==> src/rtl/ecc_serial_frame_io_if.sv <==
// Bus bundle for the ECC serial framing front end: serial input frame,
// core start/done handshake and serial output frame.
interface ecc_serial_frame_io_if #(
  parameter int WIDTH     = 32,
  parameter int IN_LANES  = 4,
  parameter int OUT_LANES = 2
);
  // Serial input frame
  logic                          i_valid;
  logic                          i_mode;
  logic [IN_LANES-1:0]           i_bits;
  // Core handshake
  logic                          o_core_start;
  logic                          o_core_mode;
  logic [IN_LANES*WIDTH-1:0]     o_core_operands;
  logic                          i_core_done;
  logic [OUT_LANES*WIDTH-1:0]    i_core_result;
  // Serial output frame and status
  logic                          o_valid;
  logic [OUT_LANES-1:0]          o_bits;
  logic                          o_busy;
  logic                          o_err;

  // Framing block side
  modport slave (
    input  i_valid, i_mode, i_bits, i_core_done, i_core_result,
    output o_core_start, o_core_mode, o_core_operands,
           o_valid, o_bits, o_busy, o_err
  );

  // Driver side (serial source, core model, serial sink)
  modport master (
    output i_valid, i_mode, i_bits, i_core_done, i_core_result,
    input  o_core_start, o_core_mode, o_core_operands,
           o_valid, o_bits, o_busy, o_err
  );
endinterface

==> src/rtl/ecc_serial_frame_io.sv <==
// Bit-serial framing front end for the ECC core.
// Deserialises IN_LANES operands MSB first, starts the core, waits for its
// result and reserialises OUT_LANES result lanes MSB first under o_valid.
// Short frames and frames arriving while busy raise a one-cycle o_err.
module ecc_serial_frame_io #(
  parameter int WIDTH     = 32,
  parameter int IN_LANES  = 4,
  parameter int OUT_LANES = 2
) (
  input  logic                 clk,
  input  logic                 rst,   // asynchronous, active low
  ecc_serial_frame_io_if.slave bus
);

  localparam int CW = $clog2(WIDTH + 1);

  localparam logic [2:0] S_IDLE  = 3'd0;
  localparam logic [2:0] S_LOAD  = 3'd1;
  localparam logic [2:0] S_START = 3'd2;
  localparam logic [2:0] S_WAIT  = 3'd3;
  localparam logic [2:0] S_SEND  = 3'd4;

  logic [2:0]                   state_q, state_d;
  logic [CW-1:0]                cnt_q, cnt_d;
  logic [IN_LANES*WIDTH-1:0]    op_q, op_d, op_shift;
  logic [OUT_LANES*WIDTH-1:0]   res_q, res_d, res_shift, res_in;
  logic                         mode_q, mode_d;
  logic                         vin_q;
  logic                         start_q, valid_q, busy_q, err_q, err_d;
  logic [OUT_LANES-1:0]         obits_w;
  logic                         rise_w;
  logic                         last_w;

  // A frame begins only on a fresh rising edge of i_valid
  assign rise_w = bus.i_valid & ~vin_q;
  // Counter has reached the final bit position of the current phase
  assign last_w = (cnt_q == CW'(WIDTH - 1));

  // Per-lane shift paths: operands shift in at the LSB, results shift out at the MSB
  genvar gi;
  generate
    for (gi = 0; gi < IN_LANES; gi++) begin : g_in_lane
      assign op_shift[gi*WIDTH +: WIDTH] = {op_q[gi*WIDTH +: WIDTH-1], bus.i_bits[gi]};
    end
    for (gi = 0; gi < OUT_LANES; gi++) begin : g_out_lane
      assign res_shift[gi*WIDTH +: WIDTH] = {res_q[gi*WIDTH +: WIDTH-1], 1'b0};
      assign obits_w[gi]                  = res_q[gi*WIDTH + WIDTH-1];
      if (gi == 0) begin : g_lane0
        assign res_in[gi*WIDTH +: WIDTH] = bus.i_core_result[gi*WIDTH +: WIDTH];
      end else begin : g_lane_n
        // Shared-key mode carries only Pab on lane 0; the other lanes stream zeros
        assign res_in[gi*WIDTH +: WIDTH] = mode_q ? '0 : bus.i_core_result[gi*WIDTH +: WIDTH];
      end
    end
  endgenerate

  assign bus.o_core_start    = start_q;
  assign bus.o_core_mode     = mode_q;
  assign bus.o_core_operands = op_q;
  assign bus.o_valid         = valid_q;
  assign bus.o_bits          = obits_w;
  assign bus.o_busy          = busy_q;
  assign bus.o_err           = err_q;

  // Next-state logic for the frame FSM, counters and shift registers
  always_comb begin
    state_d = state_q;
    cnt_d   = cnt_q;
    op_d    = op_q;
    res_d   = res_q;
    mode_d  = mode_q;
    err_d   = 1'b0;
    case (state_q)
      S_IDLE: begin
        if (rise_w) begin
          op_d    = op_shift;
          cnt_d   = CW'(1);
          mode_d  = bus.i_mode;
          state_d = S_LOAD;
        end
      end
      S_LOAD: begin
        if (bus.i_valid) begin
          op_d  = op_shift;
          cnt_d = cnt_q + CW'(1);
          if (last_w) begin
            state_d = S_START;
          end
        end else begin
          // Frame ended early: report it and never start the core
          err_d   = 1'b1;
          cnt_d   = '0;
          state_d = S_IDLE;
        end
      end
      S_START: begin
        err_d   = rise_w;
        cnt_d   = '0;
        state_d = S_WAIT;
      end
      S_WAIT: begin
        err_d = rise_w;
        if (bus.i_core_done) begin
          res_d   = res_in;
          cnt_d   = '0;
          state_d = S_SEND;
        end
      end
      S_SEND: begin
        err_d = rise_w;
        res_d = res_shift;
        cnt_d = cnt_q + CW'(1);
        if (last_w) begin
          cnt_d   = '0;
          state_d = S_IDLE;
        end
      end
      default: begin
        cnt_d   = '0;
        state_d = S_IDLE;
      end
    endcase
  end

  // State, datapath and registered outputs; async reset abandons any frame
  always_ff @(posedge clk or negedge rst) begin
    if (!rst) begin
      state_q <= S_IDLE;
      cnt_q   <= '0;
      op_q    <= '0;
      res_q   <= '0;
      mode_q  <= 1'b0;
      vin_q   <= 1'b0;
      start_q <= 1'b0;
      valid_q <= 1'b0;
      busy_q  <= 1'b0;
      err_q   <= 1'b0;
    end else begin
      state_q <= state_d;
      cnt_q   <= cnt_d;
      op_q    <= op_d;
      res_q   <= res_d;
      mode_q  <= mode_d;
      vin_q   <= bus.i_valid;
      start_q <= (state_d == S_START);
      valid_q <= (state_d == S_SEND);
      busy_q  <= (state_d != S_IDLE);
      err_q   <= err_d;
    end
  end

endmodule

==> src/flat_wrapper.sv <==
// flat-port wrapper written by rule: the top's interface ports become plain ports
module ecc_serial_frame_io_flat 
#(
  parameter int WIDTH     = 32,
  parameter int IN_LANES  = 4,
  parameter int OUT_LANES = 2
)
  (clk, rst, bus_i_valid, bus_i_mode, bus_i_bits, bus_i_core_done, bus_i_core_result, bus_o_core_start, bus_o_core_mode, bus_o_core_operands, bus_o_valid, bus_o_bits, bus_o_busy, bus_o_err);
  ecc_serial_frame_io_if #(.WIDTH(WIDTH), .IN_LANES(IN_LANES), .OUT_LANES(OUT_LANES)) bus_i ();
  input  logic clk;
  input  logic rst;
  input wire logic [$bits(bus_i.i_valid)-1:0] bus_i_valid;
  input wire logic [$bits(bus_i.i_mode)-1:0] bus_i_mode;
  input wire logic [$bits(bus_i.i_bits)-1:0] bus_i_bits;
  input wire logic [$bits(bus_i.i_core_done)-1:0] bus_i_core_done;
  input wire logic [$bits(bus_i.i_core_result)-1:0] bus_i_core_result;
  output wire logic [$bits(bus_i.o_core_start)-1:0] bus_o_core_start;
  output wire logic [$bits(bus_i.o_core_mode)-1:0] bus_o_core_mode;
  output wire logic [$bits(bus_i.o_core_operands)-1:0] bus_o_core_operands;
  output wire logic [$bits(bus_i.o_valid)-1:0] bus_o_valid;
  output wire logic [$bits(bus_i.o_bits)-1:0] bus_o_bits;
  output wire logic [$bits(bus_i.o_busy)-1:0] bus_o_busy;
  output wire logic [$bits(bus_i.o_err)-1:0] bus_o_err;
  assign bus_i.i_valid = bus_i_valid;
  assign bus_i.i_mode = bus_i_mode;
  assign bus_i.i_bits = bus_i_bits;
  assign bus_i.i_core_done = bus_i_core_done;
  assign bus_i.i_core_result = bus_i_core_result;
  assign bus_o_core_start = bus_i.o_core_start;
  assign bus_o_core_mode = bus_i.o_core_mode;
  assign bus_o_core_operands = bus_i.o_core_operands;
  assign bus_o_valid = bus_i.o_valid;
  assign bus_o_bits = bus_i.o_bits;
  assign bus_o_busy = bus_i.o_busy;
  assign bus_o_err = bus_i.o_err;
  ecc_serial_frame_io #(.WIDTH(WIDTH), .IN_LANES(IN_LANES), .OUT_LANES(OUT_LANES)) u_core (.clk(clk), .rst(rst), .bus(bus_i));
endmodule
==> config.mk <==
export PLATFORM = sky130hd
export DESIGN_NAME = ecc_serial_frame_io_flat
export DESIGN_NICKNAME = d
export VERILOG_FILES = /design/src/rtl/ecc_serial_frame_io_if.sv /design/src/rtl/ecc_serial_frame_io.sv /design/src/flat_wrapper.sv
export SDC_FILE = /design/constraint.sdc
export NUM_CORES = 1
export LEC_CHECK = 0
export CAP_MARGIN = 40
export CORE_UTILIZATION = 54
export CTS_BUF_LIST = sky130_fd_sc_hd__clkbuf_8
export DETAILED_ROUTE_END_ITERATION = 8
export GPL_TIMING_DRIVEN = 0
export HOLD_SLACK_MARGIN = 0.06
export PLACE_DENSITY = 0.91
export SETUP_SLACK_MARGIN = 0.1
export SYNTH_ARGS = -nofsm -noshare
export SYNTH_HDL_FRONTEND = slang
export SYNTH_SLANG_ARGS = --single-unit
==> constraint.sdc <==
create_clock -name clk -period 4.5 [get_ports clk]
set_input_delay 1.35 -clock clk [delete_from_list [all_inputs] [get_ports clk]]
set_output_delay 1.35 -clock clk [all_outputs]
set_load 0.02 [all_outputs]
==> summary.txt, run 1 <==
Status
  • Status: complete, no violations

Synthesis
  • Syn Area/Cell: 13.66 um2
  • Synth Area in XOR/XNOR: 0.2166%
  • Synth Area in Adders: less than 1%
  • Unique masters post-synth: 33
  • Synth Cell Area: between 8000 and 9000 um2
  • #FFs+latches synth: just over 200
  • Post-synth EDFFs: 0
  • Largest area contributor in the netlist: dfrtp_1
  • Combinational family with the most area after synthesis: multiplexers
  • Area share of the largest cell type after synthesis: 64.04%
  • Asr flop ratio synth: between 90% and 100%
  • Syn_nets: 666
  • Post-synthesis mux area share: ~18%
  • Syn Inst Count: 592
  • Register area share after synthesis: approximately 64%
  • Count leader, synth: dfrtp_1
  • Ranking of synthesized cells by area: dfrtp_1 (64%), mux2_1 (18%), a222oi_1 (3.8%)
  • Top FF cell, synth: dfrtp_1
  • Synth Area in Compound Gates: under 10%
  • Synth top cells by count: dfrtp_1 (207), mux2_1 (128), nor2_1 (69)
  • Syn. warnings: 0
  • Post-synthesis simple-gate area fraction: 5.429%

GRT
  • Largest net degree at the start of global routing: 109
  • All-Layer GR Usage: around a quarter
  • Initial antenna violation count: 0
  • First-pass GRT wire length: 32.21 mm
  • Number of global-route vias before repair: 6261
  • GRT overflow: 0

Timing
  • Tmin final: 2.941 ns
  • RSZ-0062 raised after global routing: false
  • Final Skew: 0.03122 ns
  • Slew @ Worst Pin: between 0.7 and 0.8 ns
  • Fin crit share: 65.35%
  • FMAX: roughly 340 MHz
  • Setup TNS Final: 0 ns
  • Fin. max-slew vios: 0
  • Setup violators final: 0
  • Max-Slew Margin vs Limit: around half
  • Final hold viol count: 0

Route
  • Drt total wl: 19.16 mm
  • Routed WL per cell: 18.46 um
  • Total iterations of the first detailed-routing run: 7
  • Initial DRC count: 433
  • Antenna Nets Post-Route: 0
  • DRC: 0
  • Vias/cell: 5.635
  • Vias: 5849

Final layout
  • Layout cells sized above 1: 9.602%
  • Final nets: approximately 900
  • Inserted Diodes: 0
  • Area Overhead vs Synth: 36.61%

Clock tree
  • Post-CTS Setup Bufs: 0
  • Clk sinks: 207
  • Clock Tree Root: clkbuf_8
  • Max Root-Sink Buffers: 3
  • Reg clk slew, reported paths: 0.05 ns
  • TritonCTS clock tree: done
  • Hold_buf cts: 0
  • Number of CTS-inserted buffers: 35
  • Post_cts resized: 0
  • H-tree Lvls: 2
  • Clock Latency Late Sink: 0.51 ns

Min path
  • Hold Startpoint: u_core.res_q[38]
  • Worst Hold Path Cells: 2
  • Hold Crit Class: reg -> reg

Pwr
  • Worst vdd ir: ~0.00028 V
  • Pwr Density: 463.1 nW/um2
  • Leakage: 5.388 nW
  • Overall power: 5.117 mW

Die
  • Core area: 14590 um2
  • Initial Util: a little under three fifths
  • IO Count: 208
  • Die area: 15470 um2
  • Row count: between 40 and 50
  • Chip width: 124.4 um
  • Chip height: 124.4 um

Setup path
  • Arr. time, crit path: between 1.5 and 2 ns
  • FF-to-FF Start: u_core.state_q[0]
  • Worst Path Required: 3.15 ns
  • CP Capture Type: primary output
  • CP startpoint: u_core.res_q[63]
  • Crit Path Category: reg -> out
  • Worst Reg-to-Reg Cells: 6
  • CP max FO: 2
  • Worst Setup Start Kind: flop

Placement
  • Port buffer count: 207
  • Placer's final routability congestion estimate: 0.7983
  • Hpwl dp: 13.36 mm

Job
  • Max-Cap Viols: 0
-- power by group --
part           internal [mW]  leakage (nW)  total [mW]  switching (mW)
logic                  0.591          2.33        1.18           0.586
registers               2.18          2.69        2.42           0.234
clock network          0.832         0.361        1.52           0.691
-- metal layers --
metal | track usage, % | up-vias | wire [um]
met5 | 0 | - | 0
met4 | 8.363 | 0 | 389
met3 | 6.229 | 40 | 1226
met2 | 44.82 | 258 | 9831
met1 | 31.43 | 2945 | 7713
li1 | - | 2606 | -
-- area by class of cell --
| cell class | count | area (um2) |
|---|---|---|
| Tap cell | 184 | 230.2 |
| Fill cell | 864 | 3538 |
| Inverter | 33 | 123.9 |
| Sequential cell | 207 | 5180 |
| Buffer | 37 | 214.0 |
| Timing Repair Buffer | 208 | 2105 |
| Multi-Input combinational cell | 315 | 2571 |
| Clock inverter | 12 | 48.80 |
| Clock buffer | 42 | 578.1 |
-- kinds of logic after synthesis --
family | count (synthesis)
buffers and inverters | 70
multiplexers | 129
AO/OA/AOI/OAI | 86
adder cells (fa/ha/maj) | 1
flip-flops | 207
AND/OR/NAND/NOR | 97
XOR/XNOR | 2
-- sequential cells by signal, indices dropped and copies added (netlist names) --
signal and count:
u_core.bus.o_err 1, u_core.vin_q 1, u_core.bus.o_core_start 1, u_core.cnt_q 6
u_core.bus.o_core_mode 1, u_core.bus.o_valid 1, u_core.res_q 64, u_core.bus.o_busy 1
u_core.bus.o_core_operands 128, u_core.state_q 3
-- cell usage in the layout, fill, tap and decap left out, types with 3 or more instances in the layout --
cell / netlist / routed
nor2_1: 69 / 69
nand2_1: 10 / 10
nand2b_1: 4 / 4
dfrtp_1: 207 / 207
buf_2: 21 / 21
clkbuf_1: 6 / 6
clkdlybuf4s50_1: 0 / 206
nand3_1: 3 / 3
o21ai_0: 3 / 3
a21oi_1: 5 / 5
o21ai_1: 8 / 8
clkbuf_8: 0 / 42
buf_6: 5 / 5
mux2_1: 128 / 128
inv_1: 33 / 44
o22ai_1: 33 / 33
buf_4: 3 / 3
a222oi_1: 31 / 31
-- path summary, 6_finish.rpt --
path / to / slack (ns)
max: bus_o_bits[1] / 1.56
min: u_core.res_q[39] / 0.49
max reg2reg: u_core.bus.o_core_operands[83] / 2.59
min reg2reg: u_core.res_q[39] / 0.49
max in group asynchronous: u_core.bus.o_core_operands[61] / 2.68
min in group asynchronous: u_core.bus.o_core_operands[123] / 0.87
-- worst max-delay path: stages, from the launching register on --
cell,delay (ns)
dfrtp_1,0.37
buf_4,0.12
clkdlybuf4s50_1,0.60
-- through the flow --
step	setup slack (ns)	cell area [um2]	hold WS (ns)	utilization, %	instances
after global routing	1.523	11050	0.5157	75.75	1038
after floorplan	2.059	8089	0.4551	-	592
after detailed placement	1.231	10420	0.4824	71.45	984
after CTS	1.531	11050	0.4952	75.75	1038
after global placement	-5.744	10390	0.4646	71.23	983
final	1.559	11050	0.4875	75.75	1038
Note: power is estimated with default switching activity, not from simulation.
==> run 2, diff against run 1 <==
- CORE_UTILIZATION: 54 -> 51
- PLACE_DENSITY: 0.91 -> 0.87
- clock period: 4.5 -> 2.8 ns (I/O delays scaled with it)
==> run 2 against run 1 <==
Flip-flop and latch count stayed put. Core utilization fell by 3.0 points. Sequential power grew 60%. First-iteration DRC count shrank 23%. Register-to-register slack got worse by 1.7 ns. Critical path depth is 1 lower. Worst hold slack worse by 0.073 ns. Sequential share of layout area down 0.38 points. Global-route usage shrank 2.8 points. Via count shrank 2.8%. Routed wire length is 4.8% lower. Critical endpoint is now bus_o_core_operands[18]. Largest cell class unchanged. Largest power group unchanged. Highest routed layer unchanged.
==> summary.txt, run 2 (synthesis gave the netlist of run 1 again) <==
Placement
  • Hpwl dp: 12.67 mm (was 13.36 mm)
  • Placed Instances: 1011 (was 984)
  • Port buffer count: 207 (unchanged)
  • Placer's final routability congestion estimate: 0.7657 (was 0.7983)

Clock tree
  • H-tree Lvls: 2 (unchanged)
  • Number of CTS-inserted buffers: 35 (unchanged)
  • Reg clk slew, reported paths: 0.06 ns (was 0.05 ns)
  • Hold_buf cts: 0 (unchanged)
  • Clk sinks: 207 (unchanged)
  • Clock Tree Root: clkbuf_8 (unchanged)
  • Max Root-Sink Buffers: 3 (unchanged)
  • TritonCTS clock tree: done (unchanged)
  • Clock Latency Late Sink: 0.51 ns (about the same)
  • Post_cts resized: 0 (unchanged)
  • Post-CTS Setup Bufs: 0 (unchanged)

Timing
  • Fin Hold WS: 0.4149 ns (was 0.4875 ns)
  • FMAX: 416.5 MHz
  • Slew @ Worst Pin: 0.8362 ns (was 0.7502 ns)
  • Tmin final: 2.401 ns
  • Max-Slew Margin vs Limit: 44.25% (was 49.99%)
  • Final hold viol count: 0 (unchanged)
  • RSZ-0062 raised after global routing: false (unchanged)
  • Final Skew: 0.02691 ns (was 0.03122 ns)
  • Fin. max-slew vios: 0 (unchanged)
  • Setup violators final: 0 (unchanged)
  • Fin crit share: 85.74%

Die
  • Core area: 15310 um2 (was 14590 um2)
  • IO Count: 208 (unchanged)
  • Row count: 45 (was 44)
  • Initial Util: 52.82% (was 55.45%)
  • Die area: 16370 um2 (was 15470 um2)
  • Chip height: 127.9 um (was 124.4 um)
  • Chip width: 127.9 um (was 124.4 um)

Final layout
  • Footprint of the multi-input gates: 2571 um2 (unchanged)
  • Commonest cells after routing, fill and taps aside: dfrtp_1 (207), clkdlybuf4s50_1 (206), mux2_1 (128), nor2_1 (69) (was dfrtp_1 (207), clkdlybuf4s50_1 (206), mux2_1 (128), nor2_1 (69), inv_1 (44))
  • Commonest non-fill, non-tap cell in the layout: dfrtp_1 (unchanged)
  • Fillers: 983 (was 864)
  • Layout cells sized above 1: 10.22% (was 9.602%)
  • Register area: 5180 um2 (unchanged)
  • Final cell count without fillers: 1072 (was 1038)
  • Final nets: 911 (unchanged)
  • Area Overhead vs Synth: 37.74% (was 36.61%)
  • Inserted Diodes: 0 (unchanged)
  • Largest register FFs: 128 (unchanged)

Setup path
  • CP Capture Type: primary output (unchanged)
  • Worst Path Required: 1.96 ns (was 3.15 ns)
  • Crit path buf inv count: 1 (was 2)
  • Worst path max stage delay: 0.67 ns (was 0.60 ns)
  • Worst Setup Start Kind: flop (unchanged)
  • FF-to-FF Start: u_core.state_q[2] (was u_core.state_q[0])
  • Arr. time, crit path: 1.56 ns (was 1.59 ns)
  • Cell Chain, Critical Path: clkdlybuf4s50_1 (was buf_4, clkdlybuf4s50_1)
  • CP startpoint: u_core.bus.o_core_operands[18] (was u_core.res_q[63])
  • Slowest cell on the critical path: clkdlybuf4s50_1 (unchanged)
  • Crit Path Category: reg -> out (unchanged)
  • CP top delay family: buffers and inverters (unchanged)
  • CP max FO: 3 (was 2)

GRT
  • Largest net degree at the start of global routing: 115 (was 109)
  • All-Layer GR Usage: 22.99% (was 25.75%)
  • Initial antenna violation count: 0 (unchanged)
  • First-pass GRT wire length: 29.79 mm (was 32.21 mm)
  • GRT overflow: 0 (unchanged)
  • Number of global-route vias before repair: 5950 (was 6261)

Route
  • Antenna Nets Post-Route: 0 (unchanged)
  • Vias: 5687 (was 5849)
  • Drt total wl: 18.24 mm (was 19.16 mm)
  • Vias/cell: 5.305 (was 5.635)
  • Total iterations of the first detailed-routing run: 6 (was 7)
  • DRC: 0 (unchanged)
  • Initial DRC count: 332 (was 433)
  • Routed WL per cell: 17.01 um (was 18.46 um)

Pwr
  • Pwr Density: 746.5 nW/um2 (was 463.1 nW/um2)
  • Worst vdd ir: 0.0006633 V (was 0.0002767 V)
  • Leakage: 5.430 nW (was 5.388 nW)
  • Overall power: 8.318 mW (was 5.117 mW)

Job
  • Max-Cap Viols: 0 (unchanged)

Status
  • Status: complete, no violations (unchanged)

Min path
  • Hold Crit Class: in -> async (was reg -> reg)
run 2: layer usage:
| metal | up-vias | track usage [%] | routed length (um) | part of all wire, % |
|---|---|---|---|---|
| met3 | 32 | 6.177 | 1136 | 6.2 |
| li1 | 2615 | - | - | - |
| met1 | 2840 | 28.20 | 7553 | 41 |
| met4 | 0 | 7.751 | 379 | 2.1 |
| met5 | - | 0 | 0 | 0 |
| met2 | 200 | 39.42 | 9169 | 50 |
run 2: through the flow:
| step | instance area (um2) | util (%) | setup slack (ns) | TNS (ns) |
|---|---|---|---|---|
| after floorplan | 8089 | - | 0.8688 | 0 |
| after global placement | 10430 | 68.07 | -7.007 | -1446.58 |
| after detailed placement | 10460 | 68.28 | 0.06456 | 0 |
| after CTS | 11140 | 72.75 | 0.3485 | 0 |
| after global routing | 11140 | 72.75 | 0.3300 | 0 |
| final | 11140 | 72.75 | 0.3992 | 0 |
run 2: area by class of cell:
type | count | share of cell area (%)
multi-input combinational | 315 | 23.08
sequential | 207 | 46.49
tap | 211 | 2.369
clock inverter | 16 | 0.5839
timing repair buffer | 208 | 18.89
clock buffer | 45 | 5.559
inverter | 33 | 1.112
buffer | 37 | 1.920
run 2: path summary, 6_finish.rpt:
path	to	slack, ns	cells past startpoint
min in group clk	u_core.res_q[58]	0.47	2
max in group asynchronous	u_core.res_q[44]	1.46	2
setup reg to reg	u_core.res_q[54]	0.93	6
hold / removal	u_core.bus.o_core_operands[107]	0.41	1
hold reg to reg	u_core.res_q[58]	0.47	2
setup / recovery	bus_o_core_operands[18]	0.40	1
run 2: power by group:
part	total (mW)	switching, mW	leakage (nW)	internal, mW
registers	3.86	0.349	2.69	3.51
logic	1.88	0.926	2.33	0.950
clock network	2.59	1.15	0.403	1.44
total	8.32	2.42	5.43	5.89
